File: src/rtl/led_pattern_driver_pkg.sv
// LedCfg: shared definitions for the LED pattern driver.
//   - bit positions of the fields inside the 32-bit LED config word
//   - mode_t: pattern mode carried in cfg[1:0]
//   - state_t: pattern FSM states
//   - entry_state(): FSM state entered when a config of a given mode is loaded
// GPIO bus address constants live in IOAddress, not here.
package LedCfg;

    localparam int unsigned CFG_W      = 32;
    localparam int unsigned FIELD_W    = 8;
    localparam int unsigned MODE_W     = 2;
    localparam int unsigned MASK_LSB   = 24;
    localparam int unsigned DUTY_LSB   = 16;
    localparam int unsigned PERIOD_LSB = 8;
    localparam int unsigned MODE_LSB   = 0;

    typedef enum logic [1:0] {
        M_OFF     = 2'd0,
        M_STATIC  = 2'd1,
        M_BLINK   = 2'd2,
        M_BREATHE = 2'd3
    } mode_t;

    typedef enum logic [2:0] {
        S_OFF,
        S_STATIC,
        S_BLINK_ON,
        S_BLINK_OFF,
        S_BRTH_UP,
        S_BRTH_DN
    } state_t;

    function automatic state_t entry_state(input mode_t m);
        case (m)
            M_OFF:    return S_OFF;
            M_STATIC: return S_STATIC;
            M_BLINK:  return S_BLINK_ON;
            default:  return S_BRTH_UP;
        endcase
    endfunction

endpackage

File: src/rtl/led_pattern_driver_tick_gen.sv
// tick_gen: pattern-tick prescaler.
// Counts 0..DIV-1 and raises tick for the single cycle in which the count
// sits at DIV-1 (the wrap cycle). clr restarts the count at 0 on the next edge.
// Ports:
//   clk   in  system clock
//   rst   in  asynchronous, active-low reset
//   clr   in  synchronous restart of the prescaler
//   tick  out 1-cycle pulse every DIV cycles
module tick_gen #(
    parameter int unsigned DIV = 125000
) (
    input  logic clk,
    input  logic rst,
    input  logic clr,
    output logic tick
);

    localparam int unsigned CW = (DIV > 1) ? $clog2(DIV) : 1;
    localparam logic [CW-1:0] LAST = CW'(DIV - 1);

    logic [CW-1:0] cnt_q, cnt_d;

    always_comb begin
        cnt_d = cnt_q + CW'(1);
        if (clr || (cnt_q == LAST)) begin
            cnt_d = '0;
        end
    end

    always_ff @(posedge clk or negedge rst) begin
        if (!rst) begin
            cnt_q <= '0;
        end else begin
            cnt_q <= cnt_d;
        end
    end

    assign tick = (cnt_q == LAST);

endmodule

File: src/rtl/led_pattern_driver.sv
// led_pattern_driver: drives board LEDs from the word assembled by the LED
// config register. Intermediate values seen while bytes are shifted in are
// filtered by a settle counter; a settled word is applied at the next PWM
// frame boundary so the change is glitch-free.
// Ports:
//   clk          in   system clock
//   rst          in   asynchronous, active-low reset
//   cfg_in       in   [31:0] live config word
//                     [31:24] led_mask [23:16] duty [15:8] period [1:0] mode
//   led          out  [NUM_LEDS-1:0] registered LED drive, 1 = on
//   cfg_active   out  [31:0] config word currently applied
//   cfg_pending  out  settled word waiting for the frame boundary
module led_pattern_driver
    import LedCfg::*;
#(
    parameter int unsigned NUM_LEDS      = 8,
    parameter int unsigned PWM_BITS      = 8,
    parameter int unsigned TICK_DIV      = 125000,
    parameter int unsigned SETTLE_CYCLES = 256
) (
    input  logic                clk,
    input  logic                rst,
    input  logic [CFG_W-1:0]    cfg_in,
    output logic [NUM_LEDS-1:0] led,
    output logic [CFG_W-1:0]    cfg_active,
    output logic                cfg_pending
);

    localparam int unsigned SW = (SETTLE_CYCLES > 1) ? $clog2(SETTLE_CYCLES) : 1;
    localparam logic [SW-1:0] SETTLE_LAST = SW'(SETTLE_CYCLES - 1);

    // ---------------------------------------------------------------
    // Registers
    // ---------------------------------------------------------------
    logic [CFG_W-1:0]    cfg_prev_q,    cfg_prev_d;
    logic [SW-1:0]       settle_cnt_q,  settle_cnt_d;
    logic [CFG_W-1:0]    cfg_active_q,  cfg_active_d;
    logic                cfg_pending_q, cfg_pending_d;
    logic [PWM_BITS-1:0] pwm_cnt_q,     pwm_cnt_d;
    logic [8:0]          step_cnt_q,    step_cnt_d;
    logic [PWM_BITS-1:0] env_q,         env_d;
    state_t              state_q,       state_d;
    logic [NUM_LEDS-1:0] led_q,         led_d;

    logic                stable;
    logic                load;
    logic                tick;
    logic                step_done;
    logic [FIELD_W-1:0]  act_duty;
    logic [FIELD_W-1:0]  act_period;
    logic [NUM_LEDS-1:0] act_mask;
    logic [PWM_BITS-1:0] duty_al;
    logic [PWM_BITS-1:0] duty_eff;
    logic                pwm_on;

    assign act_duty   = cfg_active_q[DUTY_LSB +: FIELD_W];
    assign act_period = cfg_active_q[PERIOD_LSB +: FIELD_W];
    assign act_mask   = cfg_active_q[MASK_LSB +: NUM_LEDS];

    // duty is 8 bits; align its MSB with the PWM counter MSB.
    generate
        if (PWM_BITS > FIELD_W) begin : g_duty_pad
            assign duty_al = {act_duty, {(PWM_BITS - FIELD_W){1'b0}}};
        end else if (PWM_BITS == FIELD_W) begin : g_duty_eq
            assign duty_al = act_duty;
        end else begin : g_duty_trunc
            assign duty_al = act_duty[FIELD_W-1 -: PWM_BITS];
        end
    endgenerate

    // ---------------------------------------------------------------
    // Settle filter, shadow register, PWM counter
    // ---------------------------------------------------------------
    assign stable = (cfg_in == cfg_prev_q);
    // Load only at the last count of a frame and only with the very word
    // that settled; a change on that same edge cancels the load.
    assign load   = cfg_pending_q && stable && (pwm_cnt_q == '1);

    always_comb begin
        cfg_prev_d    = cfg_in;
        settle_cnt_d  = settle_cnt_q;
        cfg_pending_d = cfg_pending_q;
        cfg_active_d  = cfg_active_q;
        pwm_cnt_d     = pwm_cnt_q + PWM_BITS'(1);

        if (!stable) begin
            settle_cnt_d = '0;
        end else if (settle_cnt_q != SETTLE_LAST) begin
            settle_cnt_d = settle_cnt_q + SW'(1);
        end

        // A word equal to the one already applied never becomes pending,
        // so re-writing the same config leaves the pattern phase alone.
        if (!stable || (cfg_in == cfg_active_q)) begin
            cfg_pending_d = 1'b0;
        end else if (settle_cnt_q == SETTLE_LAST) begin
            cfg_pending_d = 1'b1;
        end

        if (load) begin
            cfg_active_d  = cfg_in;
            cfg_pending_d = 1'b0;
        end
    end

    tick_gen #(
        .DIV(TICK_DIV)
    ) u_tick_gen (
        .clk (clk),
        .rst (rst),
        .clr (load),
        .tick(tick)
    );

    // ---------------------------------------------------------------
    // Pattern FSM: next state and effective duty
    // ---------------------------------------------------------------
    assign step_done = (step_cnt_q == {1'b0, act_period});

    always_comb begin
        state_d    = state_q;
        env_d      = env_q;
        step_cnt_d = step_cnt_q;
        duty_eff   = '0;

        case (state_q)
            S_OFF: begin
                duty_eff = '0;
            end
            S_STATIC: begin
                duty_eff = duty_al;
            end
            S_BLINK_ON, S_BLINK_OFF: begin
                duty_eff = (state_q == S_BLINK_ON) ? duty_al : '0;
                if (tick) begin
                    if (step_done) begin
                        step_cnt_d = '0;
                        state_d    = (state_q == S_BLINK_ON) ? S_BLINK_OFF : S_BLINK_ON;
                    end else begin
                        step_cnt_d = step_cnt_q + 9'd1;
                    end
                end
            end
            S_BRTH_UP: begin
                duty_eff = (env_q < duty_al) ? env_q : duty_al;
                if (tick) begin
                    if (env_q == '1) begin
                        state_d = S_BRTH_DN;
                        env_d   = env_q - PWM_BITS'(1);
                    end else begin
                        env_d   = env_q + PWM_BITS'(1);
                    end
                end
            end
            S_BRTH_DN: begin
                duty_eff = (env_q < duty_al) ? env_q : duty_al;
                if (tick) begin
                    if (env_q == '0) begin
                        state_d = S_BRTH_UP;
                        env_d   = env_q + PWM_BITS'(1);
                    end else begin
                        env_d   = env_q - PWM_BITS'(1);
                    end
                end
            end
            default: begin
                state_d = S_OFF;
            end
        endcase

        // Applied last so a tick coinciding with a load is discarded.
        if (load) begin
            state_d    = entry_state(mode_t'(cfg_in[MODE_LSB +: MODE_W]));
            env_d      = '0;
            step_cnt_d = '0;
        end
    end

    // ---------------------------------------------------------------
    // PWM compare and LED register
    // ---------------------------------------------------------------
    assign pwm_on = (duty_eff == '1) || (pwm_cnt_q < duty_eff);

    always_comb begin
        led_d = {NUM_LEDS{pwm_on}} & act_mask;
    end

    always_ff @(posedge clk or negedge rst) begin
        if (!rst) begin
            cfg_prev_q    <= '0;
            settle_cnt_q  <= '0;
            cfg_active_q  <= '0;
            cfg_pending_q <= 1'b0;
            pwm_cnt_q     <= '0;
            step_cnt_q    <= '0;
            env_q         <= '0;
            state_q       <= S_OFF;
            led_q         <= '0;
        end else begin
            cfg_prev_q    <= cfg_prev_d;
            settle_cnt_q  <= settle_cnt_d;
            cfg_active_q  <= cfg_active_d;
            cfg_pending_q <= cfg_pending_d;
            pwm_cnt_q     <= pwm_cnt_d;
            step_cnt_q    <= step_cnt_d;
            env_q         <= env_d;
            state_q       <= state_d;
            led_q         <= led_d;
        end
    end

    assign led         = led_q;
    assign cfg_active  = cfg_active_q;
    assign cfg_pending = cfg_pending_q;

endmodule

File: config.mk
export PLATFORM = sky130hd
export DESIGN_NAME = led_pattern_driver
export DESIGN_NICKNAME = d
export VERILOG_FILES = /design/src/rtl/led_pattern_driver_pkg.sv /design/src/rtl/led_pattern_driver_tick_gen.sv /design/src/rtl/led_pattern_driver.sv
export SDC_FILE = /design/constraint.sdc
export NUM_CORES = 1
export LEC_CHECK = 0
export ABC_CLOCK_PERIOD_IN_PS = 3810
export BUFFER_PORTS_ARGS = -buffer_cell sky130_fd_sc_hd__buf_2
export CORE_ASPECT_RATIO = 0.8
export CORE_MARGIN = 4
export CORE_UTILIZATION = 59
export CTS_CLUSTER_SIZE = 12
export DETAILED_ROUTE_END_ITERATION = 7
export GPL_TIMING_DRIVEN = 0
export PLACE_DENSITY_LB_ADDON = 0.1
export SYNTH_ARGS = -nofsm -noshare
export SYNTH_HDL_FRONTEND = slang
export SYNTH_HIERARCHICAL = 1
export SYNTH_SLANG_ARGS = --single-unit
File: constraint.sdc
create_clock -name clk -period 3.81 [get_ports clk]
set_input_delay 0.381 -clock clk [delete_from_list [all_inputs] [get_ports clk]]
set_output_delay 0.381 -clock clk [all_outputs]
set_load 0.01 [all_outputs]
---- After elaboration in Yosys (flattened, before gate mapping) ----
Index checks and enable logic that the tools add are counted.
word-level totals
  register bits ........................... 126
operators by class
  bitwise gates (word level) .............. 1
  reductions and logical operators ........ 19
  equality and inequality tests ........... 24
  add/subtract/negate cells ............... 6
  mux-type cells .......................... 29
  $lt $le $gt $ge ......................... 2
operators by type and width
  operator                 number
  $mux W8                  9
  $eq A32 B32 Y1           2
  $mux W9                  4
  $eq A8 B8 Y1 const B     4
  $add A8 B1 Y8 const B    3
  $pmux W8 S3              1
  $mux W3                  7
  $ne A3 B2 Y1 const B     6
  $add A17 B1 Y17 const B  1
  $eq A17 B17 Y1 const B   1
  $mux W17                 1
  $lt A8 B8 Y1             2
  $pmux W8 S2              1
  $pmux W3 S4              1
  $add A9 B1 Y9 const B    1
  $eq A9 B8 Y1             1
  $pmux W3 S3              1
  $and A8 B8 Y8            1
  $logic_not A8 Y1         1
  $ne A8 B8 Y1 const B     1
  $sub A8 B1 Y8 const B    1
  $reduce_and A7 Y1        1
  $eq A3 B2 Y1 const B     2
  $eq A3 B3 Y1 const B     2
  other kinds (15)         26

---- Logic depth before layout (Yosys ltp) ----
Gate-level depths: netlist of the first run.
  word-level depth ........................ 6
  depth in mapped cells ................... 14
  gate-level depth less buffers ........... 14

---- Modules after synthesis ----
Netlist of the first run, hierarchy kept.
modules (own cells, without submodules)
  module              times used  cells an instance  seq. area each (sq um)  area an instance (sq um)
  led_pattern_driver  1           546                2727.6                  5691.7
  tick_gen            1           87                 425.4                   850.8

---- Worst setup path before layout of the first run ----
OpenSTA, ideal clock, no wires.
  path type ............................... flip-flop to flip-flop
  start point ............................. register cfg_active_q[18] (netlist: cfg_active[18])
  end point ............................... register led_q[0] (netlist: led[0])
  arrival time ............................ 3.175 ns
  library setup time ...................... 0.082 ns
  required time ........................... 3.728 ns
  slack ................................... 0.553 ns
  stages on the path, launching flop included .. 14
  buffers on the path ..................... 0
  cell sequence ........................... dfrtp_1 > inv_1 > ha_1 > a211oi_1 > o21ai_1 > a211oi_4 > o21ai_1 > a22oi_1 > ha_1 > a2111oi_0 > nand2_1 > a21oi_1 > o31ai_2 > o22ai_1
between the ends
  word-level cells in the longest chain between the ends .. 6
  elaborated cells between the ends (all ways) .. 8
  classes of those cells .................. order compare (2); eq/ne (1); mux (3); bitwise (1); reduce/logical (1)
RTL lines
  item                                          RTL line                                              text
  start: declaration                            led_pattern_driver.sv:37                              logic [CFG_W-1:0] cfg_active_q, cfg_active_d;
  start signal: assignment                      led_pattern_driver.sv:202                             cfg_active_q <= cfg_active_d;
  $lt A8 B8 Y1                                  led_pattern_driver.sv:145, led_pattern_driver.sv:156
  $mux W8                                       led_pattern_driver.sv:145, led_pattern_driver.sv:156
  $pmux W8 S3 (*)                               led_pattern_driver.sv:126                             case (state_q)
  $lt A8 B8 Y1 or $eq A8 B8 Y1 (tied branches)  led_pattern_driver.sv:182                             assign pwm_on = (duty_eff == '1) || (pwm_cnt_q < duty_eff);
  $logic_or A1 B1 Y1 (*)                        led_pattern_driver.sv:182
  $and A8 B8 Y8 (*)                             led_pattern_driver.sv:185                             led_d = {NUM_LEDS{pwm_on}} & act_mask;
  net led_d[0]                                  led_pattern_driver.sv:43                              logic [NUM_LEDS-1:0] led_q, led_d;
  end signal: assignment                        led_pattern_driver.sv:208                             led_q <= led_d;
  end: declaration                              led_pattern_driver.sv:43
Mark *: on every way through the listed nets, which the timed path passes. The rest lies on a longest branch.
A chain may end at the register's enable or synchronous reset.

---- Final worst setup path of the first run ----
  start point ............................. register cfg_active_q[18] (netlist: cfg_active[18])
  end point ............................... register led_q[5] (netlist: led[5])
The elaborated chain is that of the path after synthesis.

==> reports/results.ini, run 1 <==
[outcome]
status=finished, final reports clean

[floorplan]
ios=75
start_util_pct=60.3
chipWidth_microns=126
rows=34
die_h_microns=102
core_area_sq_um=10800
die_area_sq_um=12800

[sta]
timing.final.setup_violations=0
finalHoldViolations=0
worst_pin_slew_ns=0.727
holdWs_ns=0.121
finClkSkew_ns=0.00431
fin_crit_sh_pct=97.2
setup_tns_ns=0
period_needed_ns=3.70
slew_viol_final=0
fmax_ghz=0.270
rsz0062_at_grt=false
slew_headroom_pct=51.2

[critical_path]
critPathMaxStageDelay_ns=0.52
worstPathRequired_ns=4.14
cp-end-kind=flop
critPathTopFamily=compound AO/OA/AOI/OAI gates
cp_max_fo=8
path_cells=inv_1 > ha_1 > a211oi_1 > o21ai_1 > a211oi_4 > and3_2 > a22oi_2 > ha_1 > a2111oi_0 > nand2_1 > a21oi_1 > o31ai_2 > o22ai_1
crit_path_top_delay_cell=a2111oi_0
startpoint_type=flop
ff2ff_path_depth=13
worstPathArrival_ns=4.03
crit_buf_inv=1
crit_top_cell=ha_1
critPathKind=flop to flop
crit_cells=13

[finish]
stdcell_area_sq_um=7760
area_delta_synth_final_pct=18.6
finalNonFillerCells=885
layout-drive-gt1-share_pct=19.7
antenna_cells=0
nFillCells=843
final_common_cell=dfrtp_1
final_nets=789
layout_common_cells=dfrtp_1 (126), xnor2_1 (90), buf_2 (76)

[cts]
cts_buffers=17
cts-root-buf=clkbuf_16
htreeDepth=4
worstSkewPairLatency_ns=0.42
cts_sinks=126
cts.clk_slew.worst_paths_ns=0.06
clockBufferDepth=2
tritoncts=built

[power_and_ir_drop]
power_leakage_uw=0.00330
p_per_area_nw_per_um2=406
vdd_drop_max_mv=0.256

[synth]
synth_cells=633
synth_ff_type=dfrtp_1
netlist.area_leader.share_pct=48.2
synthTopCellsByArea=dfrtp_1 (48%), xnor2_1 (12%), ha_1 (5.0%), mux2_2 (3.3%), nor2_1 (2.9%)
synth_seq_cells=126
syn_avg_cell_area_sq_um=10.3
netlist_area_sq_um=6540
syn_nets=693
yosys_warnings=6
synth_top_cell_by_area=dfrtp_1
synth_edf_count=0
synthArstFlopShare_pct=100
yosysUniqueCellTypes=57
synth-seq-area-share_pct=48.2

[global_route]
grt_antenna_before_repair=0
grt_max_degree=75
grt_pass1_wl_mm=26.2
gr-total-overflow=0
grt_util_all_layers_pct=25.9
grt_pass1_vias=5087

[hold_path]
holdCritPathClass=input pin to flop
hold_depth=1

[routing]
via_per_inst=5.83
ant_nets=0
first_iter_violations=383
drc=0
vias=5162
firstDrtPassIters=5
drt_wl_total_mm=16.1
wl_per_cell_microns=18.2

[placement]
placed_area_sq_um=7130
hpwl_mm=11.8
io_buffers=74
gp_congestion=0.870
dp.cells=852

[flow_run]
cap_violations=0

## routing by layer
metal  up-vias  GRT usage, %  routed length [microns]
met4         0          7.67                      201
met5         -             0                        0
met3        21          6.22                      839
li1       2433             -                        -
met1      2552          36.1                     7620
met2       156          41.0                     7490
## worst reg2reg max path, stage by stage, from the launching register on
cell	delay, ns
dfrtp_1	0.44
inv_1	0.09
ha_1	0.31
a211oi_1	0.27
o21ai_1	0.15
a211oi_4	0.39
and3_2	0.31
a22oi_2	0.12
ha_1	0.32
a2111oi_0	0.52
nand2_1	0.10
a21oi_1	0.18
o31ai_2	0.18
o22ai_1	0.22
## per-stage QoR
step	total power [uW]	util, %	worst slack (ns)
final	3150	71.5	0.108
after global routing	3240	71.5	0.0116
after CTS	3170	71.4	0.0533
after detailed placement	1520	65.7	-0.123
after global placement	1510	65.4	-0.0345
after floorplan	1440	-	0.553
## registers in the layout, summed over array words and instances (netlist names)
register / count
cfg_pending: 1
cfg_active: 32
led: 8
step_cnt_q: 9
pwm_cnt_q: 8
u_tick_gen/cnt_q: 17
cfg_prev_q: 32
state_q: 3
env_q: 8
settle_cnt_q: 8
## worst paths after layout
check / from / endpoint / slack (ns)
max in group asynchronous: rst / env_q[0] / 2.64
worst max-delay path: cfg_active[18] / led[5] / 0.11
min in group asynchronous: rst / cfg_prev_q[4] / 0.47
worst min register to register: u_tick_gen/cnt_q[0] / u_tick_gen/cnt_q[0] / 0.50
worst min-delay path: cfg_in[3] / cfg_prev_q[3] / 0.12
worst max register to register: cfg_active[18] / led[5] / 0.11
## logic make-up (layout without fill, tap and decap cells)
kind of cell | after synthesis | count (layout) | synth area share [%]
AOI/OAI and AO/OA | 97 | 97 | 9.37
xor gates and xnor gates | 100 | 100 | 13.4
adders and majority gates | 26 | 26 | 4.97
buffers and inverters | 47 | 155 | 3.16
DFF | 126 | 126 | 48.2
muxes | 21 | 21 | 3.58
and+or+nand+nor | 216 | 216 | 17.3
## final cells by class
class                      instances  area, sq um  area share (%)
buffer                            20          105            1.35
clock buffer                      18          439            5.66
clock inverter                    13          165            2.13
inverter                          27          101            1.31
multi-input combinational        460         3190            41.1
sequential                       126         3150            40.6
tap                              144          180            2.32
timing repair buffer              77          422            5.44
## Yosys cell counts, types with 5 or more instances
cell / number
nand3_1: 17
or4_1: 11
ha_1: 26
inv_1: 27
nand3b_1: 5
dfrtp_1: 126
nor3_1: 12
a31oi_1: 8
o21ai_0: 33
nand2_1: 47
a21oi_1: 20
and3_1: 8
nor4_1: 13
clkbuf_1: 13
a22oi_1: 5
mux2_2: 19
nand4_1: 29
xnor2_1: 90
nor2_1: 50
o22ai_1: 8
xor2_1: 10
## power breakdown
part / switching [uW] / total, uW / leakage (uW) / internal, uW
Clock: 614 / 1660 / 0.000285 / 1040
Sequential: 7.97 / 1360 / 0.00150 / 1360
Combinational: 76.5 / 129 / 0.00151 / 52.2
Total: 698 / 3150 / 0.00330 / 2450
## what timing repair did
item | in CTS | in global routing
gates cloned | 0 | 0
setup endpoints to repair | 8 | 8
gates resized for setup | 1 | 1
pin swaps | 0 | 1
buffers inserted | 0 | 1
hold buffers | 1 | 0
hold endpoints to repair | 52 | 0
No activity file was read; power rests on OpenSTA's default activity.
==> inputs of run 2 (changes only) <==
--- a/config.mk
+++ b/config.mk
@@ -14,6 +14,7 @@
 export DETAILED_ROUTE_END_ITERATION = 7
 export GPL_TIMING_DRIVEN = 0
 export PLACE_DENSITY_LB_ADDON = 0.1
+export RECOVER_POWER = 100
 export SYNTH_ARGS = -nofsm -noshare
 export SYNTH_HDL_FRONTEND = slang
 export SYNTH_HIERARCHICAL = 1
==> run 2 against run 1 <==
The flow now finishes with violations (capacitance limit, slew limit); largest power group unchanged; clock power is essentially flat; sequential share of layout area up 0.74 points; routed wire length grew 0.39%; fmax barely moved; critical endpoint unchanged; cell count did not move; die area unchanged; critical path depth stayed put; clock-buffer cell count is the same; flip-flop and latch count is the same; core utilization is 1.3 points lower; register-to-register slack is essentially flat; sequential power about the same.
==> reports/results.ini, run 2 (synthesized netlist as in run 1, its figures left out) <==
[placement]
hpwl_mm=11.8
gp_congestion=0.870
io_buffers=74
dp_slack_ns=-0.123

[cts]
cts.clk_slew.worst_paths_ns=0.06
clockBufferDepth=2
cts-root-buf=clkbuf_16
worstSkewPairLatency_ns=0.42
cts_buffers=17
cts_sinks=126
htreeDepth=4
tritoncts=built

[floorplan]
chipWidth_microns=126
start_util_pct=60.3
rows=34
core_area_sq_um=10800
die_h_microns=102
ios=75
die_area_sq_um=12800

[sta]
period_needed_ns=3.70
slew_viol_final=54
fin_crit_sh_pct=97.2
slew_headroom_pct=-86.8
worst_pin_slew_ns=2.80
timing.final.setup_violations=0
finClkSkew_ns=0.00810
timing.final.ws_setup_ns=0.109
fmax_ghz=0.270
rsz0062_at_grt=false
finalHoldViolations=0

[finish]
utilization_pct=70.2
layout_common_cells=dfrtp_1 (126), clkbuf_1 (91), xnor2_1 (90)
regArea_sq_um=3150
multi_input_area_sq_um=3190
antenna_cells=0
layout-drive-gt1-share_pct=9.04
final_common_cell=dfrtp_1
nFillCells=888
final_nets=789
area_delta_synth_final_pct=16.4

[critical_path]
crit_path_top_delay_cell=a2111oi_0
critPathMaxStageDelay_ns=0.52
cp_max_fo=8
critPathTopFamily=compound AO/OA/AOI/OAI gates
cp-end-kind=flop
crit_top_cell=ha_1
startpoint_type=flop
critPathKind=flop to flop
worstPathRequired_ns=4.14
crit_buf_inv=1
worstPathArrival_ns=4.03
path_cells=inv_1 > ha_1 > a211oi_1 > o21ai_1 > a211oi_4 > and3_2 > a22oi_2 > ha_1 > a2111oi_0 > nand2_1 > a21oi_1 > o31ai_2 > o22ai_1

[power_and_ir_drop]
p_per_area_nw_per_um2=412
vdd_drop_max_mv=0.256
power_leakage_uw=0.00304
totalPowerFinal_uw=3140

[routing]
first_iter_violations=393
drc=0
via_per_inst=5.89
drt_wl_total_mm=16.2
firstDrtPassIters=7
ant_nets=0
wl_per_cell_microns=18.3
vias=5213

[global_route]
gr-total-overflow=0
grt_pass1_vias=5087
grt_pass1_wl_mm=26.2
grt_util_all_layers_pct=25.9
grt_max_degree=75
grt_antenna_before_repair=0

[outcome]
failed_checks=capacitance limit, slew limit
status=complete, but fails checks

[flow_run]
cap_violations=1

[hold_path]
holdCritPathClass=input pin to flop

-- run 2: per-layer routing --
| layer | vias up | track usage, % | wire, microns |
|---|---|---|---|
| li1 | 2430 | - | - |
| met1 | 2574 | 36.1 | 7520 |
| met2 | 180 | 41.0 | 7500 |
| met3 | 29 | 6.22 | 974 |
| met4 | 0 | 7.67 | 217 |
| met5 | - | 0 | 0 |
-- run 2: path summary, 6_finish.rpt --
| check | start | end | slack, ns | depth (start not counted) |
|---|---|---|---|---|
| worst max register to register | cfg_active[18] | led[5] | 0.11 | 13 |
| worst min-delay path | cfg_in[3] | cfg_prev_q[3] | 0.15 | 1 |
| worst max-delay path | cfg_active[18] | led[5] | 0.11 | 13 |
| worst min register to register | pwm_cnt_q[0] | pwm_cnt_q[0] | 0.50 | 1 |
| max in group asynchronous | rst | cfg_prev_q[26] | 0.67 | 3 |
| min in group asynchronous | rst | cfg_prev_q[4] | 1.40 | 2 |
-- run 2: metrics by stage --
step                std cells  setup TNS, ns  area, sq um  hold WS, ns
global route              885              0         7620        0.137
CTS                       884              0         7750        0.112
detailed placement        852         -0.789         7130        0.359
finish                    885              0         7620        0.145
floorplan                 633              0         6540       0.0854
global placement          851         -0.171         7090        0.466
-- run 2: layout make-up --
cell class | count | share of cell area, %
multi-input cells | 460 | 41.8
flip-flops and latches | 126 | 41.4
clock buffers | 18 | 5.76
repair buffers | 77 | 4.02
well taps | 144 | 2.36
clock inverters | 13 | 2.17
inverters | 27 | 1.33
plain buffers | 20 | 1.15
-- run 2: power by group --
part / switching (uW) / leakage, uW / internal (uW)
Combinational: 76.0 / 0.00126 / 44.2
Sequential: 7.98 / 0.00150 / 1360
Clock: 610 / 0.000285 / 1040
-- run 2: repair_timing --
| item | CTS | global route |
|---|---|---|
| gates cloned | 0 | 0 |
| pin swaps | 0 | 1 |
| endpoints found under the hold margin | 52 | 0 |
| resized for setup | 1 | 1 |
| endpoints found under the setup margin | 8 | 8 |
| hold buffers | 1 | 0 |
| buffers inserted | 0 | 1 |
